<file path="src/rtl/color_cmd_ctrl_pkg.sv">
// Shared constants for the colour command controller: channel indices,
// command byte field positions and FSM state encoding.
package color_cmd_ctrl_pkg;

    localparam logic [1:0] CH_RED   = 2'd0;
    localparam logic [1:0] CH_GREEN = 2'd1;
    localparam logic [1:0] CH_BLUE  = 2'd2;
    localparam logic [1:0] CH_INT   = 2'd3;

    localparam int HI_BIT  = 7;
    localparam int RSV_BIT = 6;
    localparam int CH_MSB  = 5;
    localparam int CH_LSB  = 4;
    localparam int NIB_MSB = 3;
    localparam int NIB_LSB = 0;

    typedef enum logic {
        ST_IDLE = 1'b0,
        ST_PEND = 1'b1
    } state_t;

endpackage

</file>
<file path="src/rtl/color_cmd_ctrl_timeout_cnt.sv">
// Saturating inter-byte timeout counter. Clear restarts the count; expire is
// asserted on the enabled cycle where the count sits at TIMEOUT_CYCLES-1.
module cmd_timeout_cnt #(
    parameter int TIMEOUT_CYCLES = 200000,
    parameter int TO_W           = 18
) (
    input  logic i_clk,
    input  logic i_reset,
    input  logic i_clr,
    input  logic i_en,
    output logic o_expire
);

    localparam logic [TO_W-1:0] LAST = TO_W'(TIMEOUT_CYCLES - 1);

    logic [TO_W-1:0] r_cnt;
    logic            w_at_last;

    assign w_at_last = (r_cnt == LAST);
    assign o_expire  = i_en && w_at_last;

    always_ff @(posedge i_clk) begin
        if (i_reset || i_clr) begin
            r_cnt <= '0;
        end else if (i_en && !w_at_last) begin
            r_cnt <= r_cnt + 1'b1;
        end
    end

endmodule

</file>
<file path="src/rtl/color_cmd_ctrl.sv">
// Nibble-pair command decoder driving the red/green/blue/intensity registers.
// Define CMD_TIMEOUT_EN to build the low/high inter-byte timeout.
module color_cmd_ctrl
    import color_cmd_ctrl_pkg::*;
#(
    parameter int TIMEOUT_CYCLES = 200000,
    parameter int TO_W           = 18
) (
    input  logic       i_clk,
    input  logic       i_reset,
    input  logic [7:0] i_rx_data,
    input  logic       i_rx_valid,
    output logic [7:0] o_red,
    output logic [7:0] o_green,
    output logic [7:0] o_blue,
    output logic [7:0] o_intensity,
    output logic       o_update,
    output logic [1:0] o_update_ch,
    output logic       o_pending,
    output logic       o_cmd_err
);

    state_t          r_state;
    logic [3:0][7:0] r_chan;
    logic [1:0]      r_pend_ch;
    logic [3:0]      r_pend_nib;
    logic            r_update;
    logic [1:0]      r_update_ch;
    logic            r_pending;
    logic            r_cmd_err;

    logic       w_hi;
    logic       w_rsv;
    logic [1:0] w_ch;
    logic [3:0] w_nib;
    logic       w_expire;

    assign w_hi  = i_rx_data[HI_BIT];
    assign w_rsv = i_rx_data[RSV_BIT];
    assign w_ch  = i_rx_data[CH_MSB:CH_LSB];
    assign w_nib = i_rx_data[NIB_MSB:NIB_LSB];

`ifdef CMD_TIMEOUT_EN
    logic w_to_clr;
    logic w_to_en;

    // Every accepted low nibble restarts the wait for its partner.
    assign w_to_clr = i_rx_valid && !w_rsv && !w_hi;
    assign w_to_en  = (r_state == ST_PEND) && !i_rx_valid;

    cmd_timeout_cnt #(
        .TIMEOUT_CYCLES (TIMEOUT_CYCLES),
        .TO_W           (TO_W)
    ) u_timeout (
        .i_clk    (i_clk),
        .i_reset  (i_reset),
        .i_clr    (w_to_clr),
        .i_en     (w_to_en),
        .o_expire (w_expire)
    );
`else
    assign w_expire = 1'b0;
`endif

    always_ff @(posedge i_clk) begin
        if (i_reset) begin
            r_state     <= ST_IDLE;
            r_chan      <= '0;
            r_pend_ch   <= '0;
            r_pend_nib  <= '0;
            r_update    <= 1'b0;
            r_update_ch <= '0;
            r_pending   <= 1'b0;
            r_cmd_err   <= 1'b0;
        end else begin
            r_update  <= 1'b0;
            r_cmd_err <= 1'b0;
            if (i_rx_valid) begin
                if (w_rsv) begin
                    r_cmd_err <= 1'b1;
                end else if (!w_hi) begin
                    // Low nibble: in PEND it orphans the held one.
                    r_cmd_err  <= (r_state == ST_PEND);
                    r_pend_ch  <= w_ch;
                    r_pend_nib <= w_nib;
                    r_state    <= ST_PEND;
                    r_pending  <= 1'b1;
                end else if (r_state == ST_IDLE) begin
                    r_cmd_err <= 1'b1;
                end else begin
                    if (w_ch == r_pend_ch) begin
                        r_chan[w_ch] <= {w_nib, r_pend_nib};
                        r_update     <= 1'b1;
                        r_update_ch  <= w_ch;
                    end else begin
                        r_cmd_err <= 1'b1;
                    end
                    r_state    <= ST_IDLE;
                    r_pending  <= 1'b0;
                    r_pend_ch  <= '0;
                    r_pend_nib <= '0;
                end
            end else if (w_expire) begin
                r_cmd_err  <= 1'b1;
                r_state    <= ST_IDLE;
                r_pending  <= 1'b0;
                r_pend_ch  <= '0;
                r_pend_nib <= '0;
            end
        end
    end

    assign o_red       = r_chan[CH_RED];
    assign o_green     = r_chan[CH_GREEN];
    assign o_blue      = r_chan[CH_BLUE];
    assign o_intensity = r_chan[CH_INT];
    assign o_update    = r_update;
    assign o_update_ch = r_update_ch;
    assign o_pending   = r_pending;
    assign o_cmd_err   = r_cmd_err;

endmodule
</file>
<file path="config.mk">
export PLATFORM = sky130hd
export DESIGN_NAME = color_cmd_ctrl
export DESIGN_NICKNAME = d
export VERILOG_FILES = /design/src/rtl/color_cmd_ctrl_pkg.sv /design/src/rtl/color_cmd_ctrl_timeout_cnt.sv /design/src/rtl/color_cmd_ctrl.sv
export SDC_FILE = /design/constraint.sdc
export NUM_CORES = 1
export LEC_CHECK = 0
export ABC_CLOCK_PERIOD_IN_PS = 1500
export CORE_MARGIN = 3
export CORE_UTILIZATION = 60
export DETAILED_ROUTE_END_ITERATION = 7
export DONT_BUFFER_PORTS = 1
export PLACE_DENSITY = 0.76
export SLEW_MARGIN = 20
export SYNTH_ARGS = -nofsm -noshare
export SYNTH_HDL_FRONTEND = slang
export SYNTH_SLANG_ARGS = --single-unit
</file>
<file path="constraint.sdc">
create_clock -name i_clk -period 1.5 [get_ports i_clk]
set_input_delay 0.225 -clock i_clk [delete_from_list [all_inputs] [get_ports i_clk]]
set_output_delay 0.225 -clock i_clk [all_outputs]
set_load 0.02 [all_outputs]
</file>
=== Word level (Yosys, flattened, before mapping) ===
Cells that the tools add are included.

* Register bits: 44
* Bits of input ports: 11
* Output and inout port bits: 37
* Word-level logic and storage cells: 40

* Order comparisons: 2
* Equality and inequality tests: 2
* Multiplexer cells: 15
* Bitwise gates (word level): 4
* Reduce and logical (&&, ||, !) cells: 6

{| class="wikitable"
|+ Operators by type and width
! kind !! count
|-
| 32-bit bitwise mux || 1
|-
| 8-bit demux with 2-bit select || 1
|-
| 1-bit two-way mux || 8
|-
| 4-bit two-way mux || 2
|-
| 8-bit two-way mux || 1
|-
| 5-bit AND reduction || 1
|-
| 5-bit OR reduction || 1
|-
| 2-bit two-way mux || 2
|-
| 1-bit NOT || 4
|-
| 2-bit by 3-bit < comparator with 1-bit output, second input constant || 1
|-
| 3-bit AND reduction || 1
|-
| 2-bit equality test || 1
|-
| 2-bit by 1-bit >= comparator with 1-bit output, second input constant || 1
|-
| 2-bit by 1-bit inequality test with 1-bit output, second input constant || 1
|-
| 2-bit AND reduction || 1
|-
| 2-bit OR reduction || 1
|-
| 1-bit logical AND || 1
|}

=== Logic depth before layout (Yosys ltp) ===
Gate-level depths: netlist of the first run.

* Depth in word-level cells: 5
* Gate-level depth with buffers: 5

=== Worst setup path after synthesis of the first run ===
Ideal clock, no wire load.

* Path type: register -> register
* Start: register r_state
* End: register r_chan (netlist bit o_red[0])
* Data arrival time: 1130 ps
* Data required time: 1428 ps
* Slack: 299 ps
* Stages on the path, launching flop included: 6
* Path through: dfxtp_1 -> and4b_1 -> buf_6 -> and3_1 -> clkbuf_2 -> mux2i_1

* Word-level cells in the longest chain between the ends: 1

{| class="wikitable"
|+ RTL lines
! element !! RTL line !! text
|-
| from (decl) || color_cmd_ctrl.sv:23 || <nowiki>state_t r_state;</nowiki>
|-
| from (signal assigned) || color_cmd_ctrl.sv:67 || <nowiki>r_state <= ST_IDLE;</nowiki>
|-
| from (signal assigned) || color_cmd_ctrl.sv:86 || <nowiki>r_state <= ST_PEND;</nowiki>
|-
| from (signal assigned) || color_cmd_ctrl.sv:98 || <nowiki>r_state <= ST_IDLE;</nowiki>
|-
| 5-bit AND reduction (no line) || - ||
|-
| to (signal, indexed assignment) || color_cmd_ctrl.sv:92 || <nowiki>r_chan[w_ch] <= {w_nib, r_pend_nib};</nowiki>
|-
| to (decl) || color_cmd_ctrl.sv:24 || <nowiki>logic [3:0][7:0] r_chan;</nowiki>
|}

Every way passes these cells.
A chain may end at the register's enable or synchronous reset.

=== Worst setup path after layout of the first run ===
* Start: register r_state
* End: register r_chan (netlist bit o_intensity[3])

The elaborated chain is that of the path after synthesis.

==> results of run 1 <==
per-layer routing:
| layer | global-route usage [%] | part of all wire, % | vias up |
|---|---|---|---|
| li1 | - | - | 606 |
| met1 | 24.7 | 42 | 570 |
| met2 | 32.7 | 48 | 48 |
| met3 | 9.36 | 9.0 | 2 |
| met4 | 6.50 | 0.47 | 0 |
| met5 | 0 | 0 | - |
final cells by class:
type                    instances  area share [%]
clock buffers                   7            3.32
multi-input cells             122            44.8
flip-flops and latches         44            45.1
well taps                      31            1.98
repair buffers                 10            4.86
cell usage in the layout, fill, tap and decap left out, types with 2 or more instances in the layout:
cell,count
dfxtp_1,43
buf_4,2
clkbuf_4,5
nand3_2,3
nor2_1,4
nand2b_1,45
clkbuf_8,2
dlygate4sd3_1,8
a21oi_1,8
nand2_1,7
nor2b_1,2
o21ai_0,6
mux2i_1,34
power by group:
part           total (mW)  switching (mW)  internal (mW)
Combinational      0.0929          0.0417         0.0512
Sequential           1.19          0.0103           1.18
Clock               0.606           0.340          0.266
Total                1.89           0.392           1.50
kinds of logic (layout without fill, tap and decap cells):
| family | Yosys count | in the layout | synth area share (%) |
|---|---|---|---|
| AND/OR/NAND/NOR | 71 | 71 | 24.2 |
| flip-flops | 44 | 44 | 48.7 |
| AO/OA/AOI/OAI | 17 | 17 | 5.33 |
| buffers and inverters | 10 | 17 | 2.97 |
| multiplexers | 34 | 34 | 18.8 |
state kept, by name, indices dropped and copies added (netlist names):
register / flops
o_cmd_err: 1
r_pend_nib: 4
o_green: 8
o_update_ch: 2
o_red: 8
o_pending: 1
o_update: 1
r_pend_ch: 2
r_state: 1
o_intensity: 8
o_blue: 8
through the flow:
stage	cells	total power, mW	utilization (%)	area, um2
floorplan	176	1.28	-	1810
global placement	199	1.28	64.5	1810
detailed placement	199	1.29	64.5	1810
CTS	211	1.90	68.6	1920
global route	214	1.98	69.8	1960
finish	214	1.89	69.8	1960
how the worst max path moves through the flow:
stage	depth (start not counted)	slack, ns	start	endpoint
after detailed placement	4	0.11	r_state	o_intensity[3]
after floorplan	5	0.30	r_state	o_red[0]
after global placement	4	0.17	r_state	o_intensity[2]
final	4	0.14	r_state	o_intensity[3]
after global routing	4	0.04	r_state	o_intensity[7]
after CTS	4	0.09	r_state	o_intensity[3]
critical path, cell delays in order, from the launching register on:
cell and delay (ns):
dfxtp_2 0.39, and4b_1 0.28, buf_4 0.16, nand3_2 0.23, mux2i_1 0.20
synthesized netlist by cell type, types with 2 or more instances:
cell / count
nor2_1: 4
buf_6: 2
o21ai_0: 6
clkbuf_1: 7
nand3_2: 3
mux2i_1: 34
nor2b_1: 2
nand2b_1: 45
a21oi_1: 8
dfxtp_1: 44
nand2_1: 7
and3_1: 2
timing repair:
item / 4_1_cts / 5_1_grt
buffers inserted: 0 / 0
hold buffers: 5 / 3
resized for setup: 0 / 2
hold endpoints to repair: 9 / 3
endpoints found under the setup margin: 0 / 23
==> flow_summary.ini, run 1 <==
[outcome]
status = completed

[logic_synthesis]
yosys_register_bits = 44
synth_fp_nets = 187
syn_avg_cell_area_um2 = 10.3
synth_ff_type = dfxtp_1
yosys_warnings = 0
yosys-top-cells-area = dfxtp_1 (49%), mux2i_1 (19%), nand2b_1 (16%)
ys_types = 24
synth_area_leader_cell = dfxtp_1
ys_seq_area_share_pct = 48.7
synth_area_um2 = 1810
netlist.area_leader.share_pct = 48.7
synthCells = 176
async_reset_ff_share_pct = 0
synth_edf_count = 0

[clock_network]
clock_path_buffers = 2
cts_root_buf = clkbuf_4
cts_made_buffers = 5
cts.clk_slew.worst_paths_ns = 0.11
cts_max_level = 2
cts_tree = built
cts_sinks = 44
insertion_delay_ns = 0.34

[die]
core_area_um2 = 2810
num_rows = 19
fp.dieW_um = 60.9
fp.dieH_um = 60.9
top_level_ports = 48
die_area_um2 = 3710
initial_utilization_pct = 64.5

[sta]
post-route-worst-setup-slack_ns = 0.136
max-slew-margin-rel_pct = 68.8
whs_ns = 0.0348
fin_skew_ns = 0.00121
setup_tns_ns = 0
drv_slew = 0
fin_crit_ns = 1.36
hold_viol_final = 0
max_freq_mhz = 733
post-route-period-util_pct = 90.9
worst_pin_slew_ns = 0.466
setup_violations = 0
rsz0062_at_grt = false

[route]
ant_nets = 0
wl_per_cell_um = 16.8
drt_drc_violations_left = 0
drt_iter0_markers = 66
wirelength_um = 3590
vias = 1226
drtPass1Iterations = 4
vias_per_cell = 5.73

[global_routing]
gr-total-overflow = 0
grt_pass1_vias = 1184
grt_max_degree = 47
grt_pass1_wl_um = 5460
antenna_found_initial = 0
grt.total_usage_pct = 20.5

[placed_design]
dp_slack_ns = 0.114
dp_hpwl_um = 2520
gp_congestion = 0.787
port_buffers = 0

[pwr]
p_leak_nw = 0.826
ir_drop_mv = 0.651
cellPowerDensity_nw_per_um2 = 964

[critical_path]
reg2reg_slack_ns = 0.14
worstSetupStartpointType = register
cp-end-kind = register
timing.rr.end = o_intensity[3]
cp_data_arrival_time_ns = 1.60
worstPathRequired_ns = 1.73
r2r_start = r_state
reg2reg_depth = 4
critical_path_class = register to register
worstPathMaxFanout = 8

[hold_path]
worstHoldEndpoint = o_update_ch[0]
hold_path.class = input pin to register
hold_depth = 2
holdCritStartpoint = i_rx_data[4]

[finish]
nets = 194
multi_input_area_um2 = 876
seq_area_um2 = 882
n_fill_cell = 227
drive_gt1_share_pct = 8.74
antenna_cells_inserted = 0
area_growth_pct = 8.16

[job]
cap_violations = 0
No activity file was read; power rests on OpenSTA's default activity.
==> run 2: changes to the inputs <==
Settings changed: CTS_BUF_LIST set to sky130_fd_sc_hd__clkbuf_4, RECOVER_POWER set to 100.
==> run 2 against run 1 <==
Compared with the run above:
- worst hold slack lost 0.017 ns
- sequential power about the same
- sequential share of layout area increased by 0.85 points
- final cell count fell by 0.47%
- combinational power is 3.8% lower
- clock power is 17% lower
- final area down 1.9%
- non-clock buffer count shrank 1
- via count barely moved
- total power is 5.8% lower
- largest cell class unchanged
- wire length fell by 2.3%
- critical path depth unchanged
==> flow_summary.ini, run 2 (same netlist as run 1, synthesis figures left out) <==
[route]
drt_drc_violations_left = 0
vias_per_cell = 5.76
drt_iter0_markers = 61
wl_per_cell_um = 16.5
vias = 1227
ant_nets = 0
wirelength_um = 3510
drtPass1Iterations = 4

[die]
fp.dieW_um = 60.9
core_area_um2 = 2810
num_rows = 19
initial_utilization_pct = 64.5
fp.dieH_um = 60.9
die_area_um2 = 3710
top_level_ports = 48

[global_routing]
grt_pass1_wl_um = 5420
antenna_found_initial = 0
gr-total-overflow = 0
grt.total_usage_pct = 20.3
grt_max_degree = 47
grt_pass1_vias = 1176

[critical_path]
reg2reg_slack_ns = 0.15
worstSetupStartpointType = register
worstPathMaxFanout = 8
r2r_start = r_state
path_cells = and4b_1 > buf_4 > nand3_2 > mux2i_1
worstPathRequired_ns = 1.73
cp_top_family = simple AND/OR/NAND/NOR gates
worst-path-buf-inv = 1
cp_data_arrival_time_ns = 1.58
timing.rr.end = o_intensity[3]
critPathSlowestCell = dfxtp_2
critical_path_class = register to register
reg2reg_depth = 4
slowest_delay_ns = 0.39
cp-end-kind = register

[placed_design]
placed_area_um2 = 1810
gp_congestion = 0.787
dp_slack_ns = 0.114
port_buffers = 0
dp_hpwl_um = 2520

[pwr]
cellPowerDensity_nw_per_um2 = 925
p_seq_share_pct = 66.8
combinationalPowerShare_pct = 5.0
swShare_pct = 21.7
p_leak_nw = 0.811
ir_drop_mv = 0.592
p_int_mw = 1.39
switchingPower_uw = 386
p_total_mw = 1.78
power_frac_clock_pct = 28.1

[job]
cap_violations = 0

[finish]
seq_area_um2 = 882
drive_gt1_share_pct = 6.59
multi_input_area_um2 = 870
antenna_cells_inserted = 0
area_growth_pct = 6.15
n_fill_cell = 228
final_cell_mix = nand2b_1 (45), dfxtp_1 (43), mux2i_1 (34)
final_area_um2 = 1920
layout_commonest_cell = nand2b_1
fin_util_pct = 68.5
nets = 193

[outcome]
status = completed

[sta]
post-route-worst-setup-slack_ns = 0.153
max_freq_mhz = 742
setup_tns_ns = 0
rsz0062_at_grt = false
fin_crit_ns = 1.35
setup_violations = 0
drv_slew = 0
fin_skew_ns = 0.00351
hold_viol_final = 0
worst_pin_slew_ns = 0.465
max-slew-margin-rel_pct = 68.8
post-route-period-util_pct = 89.8

[clock_network]
cts_tree = built
cts_made_buffers = 5
cts.clk_slew.worst_paths_ns = 0.11
clock_path_buffers = 2
postCtsSetupBuffers = 0
insertion_delay_ns = 0.34
cts_max_level = 2
cts_root_buf = clkbuf_4
cts_sinks = 44

[hold_path]
holdCritStartpoint = i_rx_data[3]
hold_depth = 2
hold_path.class = input pin to register
worstHoldEndpoint = r_pend_nib[3]
run 2: cell types whose count changed in the layout (fill, tap and decap cells not counted), sizes merged:
| cell | before | now |
|---|---|---|
| clkinv | 0 | 2 |
| clkbuf | 7 | 5 |
| dlygate4sd3 | 8 | 7 |
run 2: worst max-delay path by stage:
stage / from / end / depth (start not counted) / slack (ns)
after global placement: r_state / o_intensity[2] / 4 / 0.17
after CTS: r_state / o_intensity[3] / 4 / 0.09
after floorplan: r_state / o_red[0] / 5 / 0.30
after global routing: r_state / o_intensity[7] / 4 / 0.06
final: r_state / o_intensity[3] / 4 / 0.15
after detailed placement: r_state / o_intensity[3] / 4 / 0.11
run 2: through the flow:
| step | std cells | hold WS (ns) |
|---|---|---|
| CTS | 209 | 0.0000387 |
| detailed placement | 199 | 0.300 |
| floorplan | 176 | 0.361 |
| global placement | 199 | 0.299 |
| finish | 213 | 0.0175 |
| global route | 213 | 0.00602 |
run 2: area by class of cell:
type                    count  area share, %
flip-flops and latches     44           45.9
multi-input cells         122           45.3
repair buffers              9           4.43
well taps                  31           2.02
clock buffers               5           1.95
clock inverters             2          0.391
run 2: what timing repair did:
item	4_1_cts	5_1_grt
hold buffers	3	4
endpoints found under the hold margin	9	4
gates resized for setup	0	2
setup endpoints to repair	0	23
run 2: layer usage:
metal	GRT usage [%]	wire, um	vias to the layer above
met5	0	0	-
li1	-	-	603
met2	32.1	1650	44
met4	6.50	44	0
met3	9.57	322	5
met1	24.5	1490	575
run 2: power groups by stage:
stage,Clock [mW],Sequential (mW),Combinational (mW)
detailed placement,0,1.21,0.0724
global placement,0,1.21,0.0691
CTS,0.520,1.19,0.0817
finish,0.500,1.19,0.0894
global route,0.581,1.19,0.0980
floorplan,0,1.21,0.0704
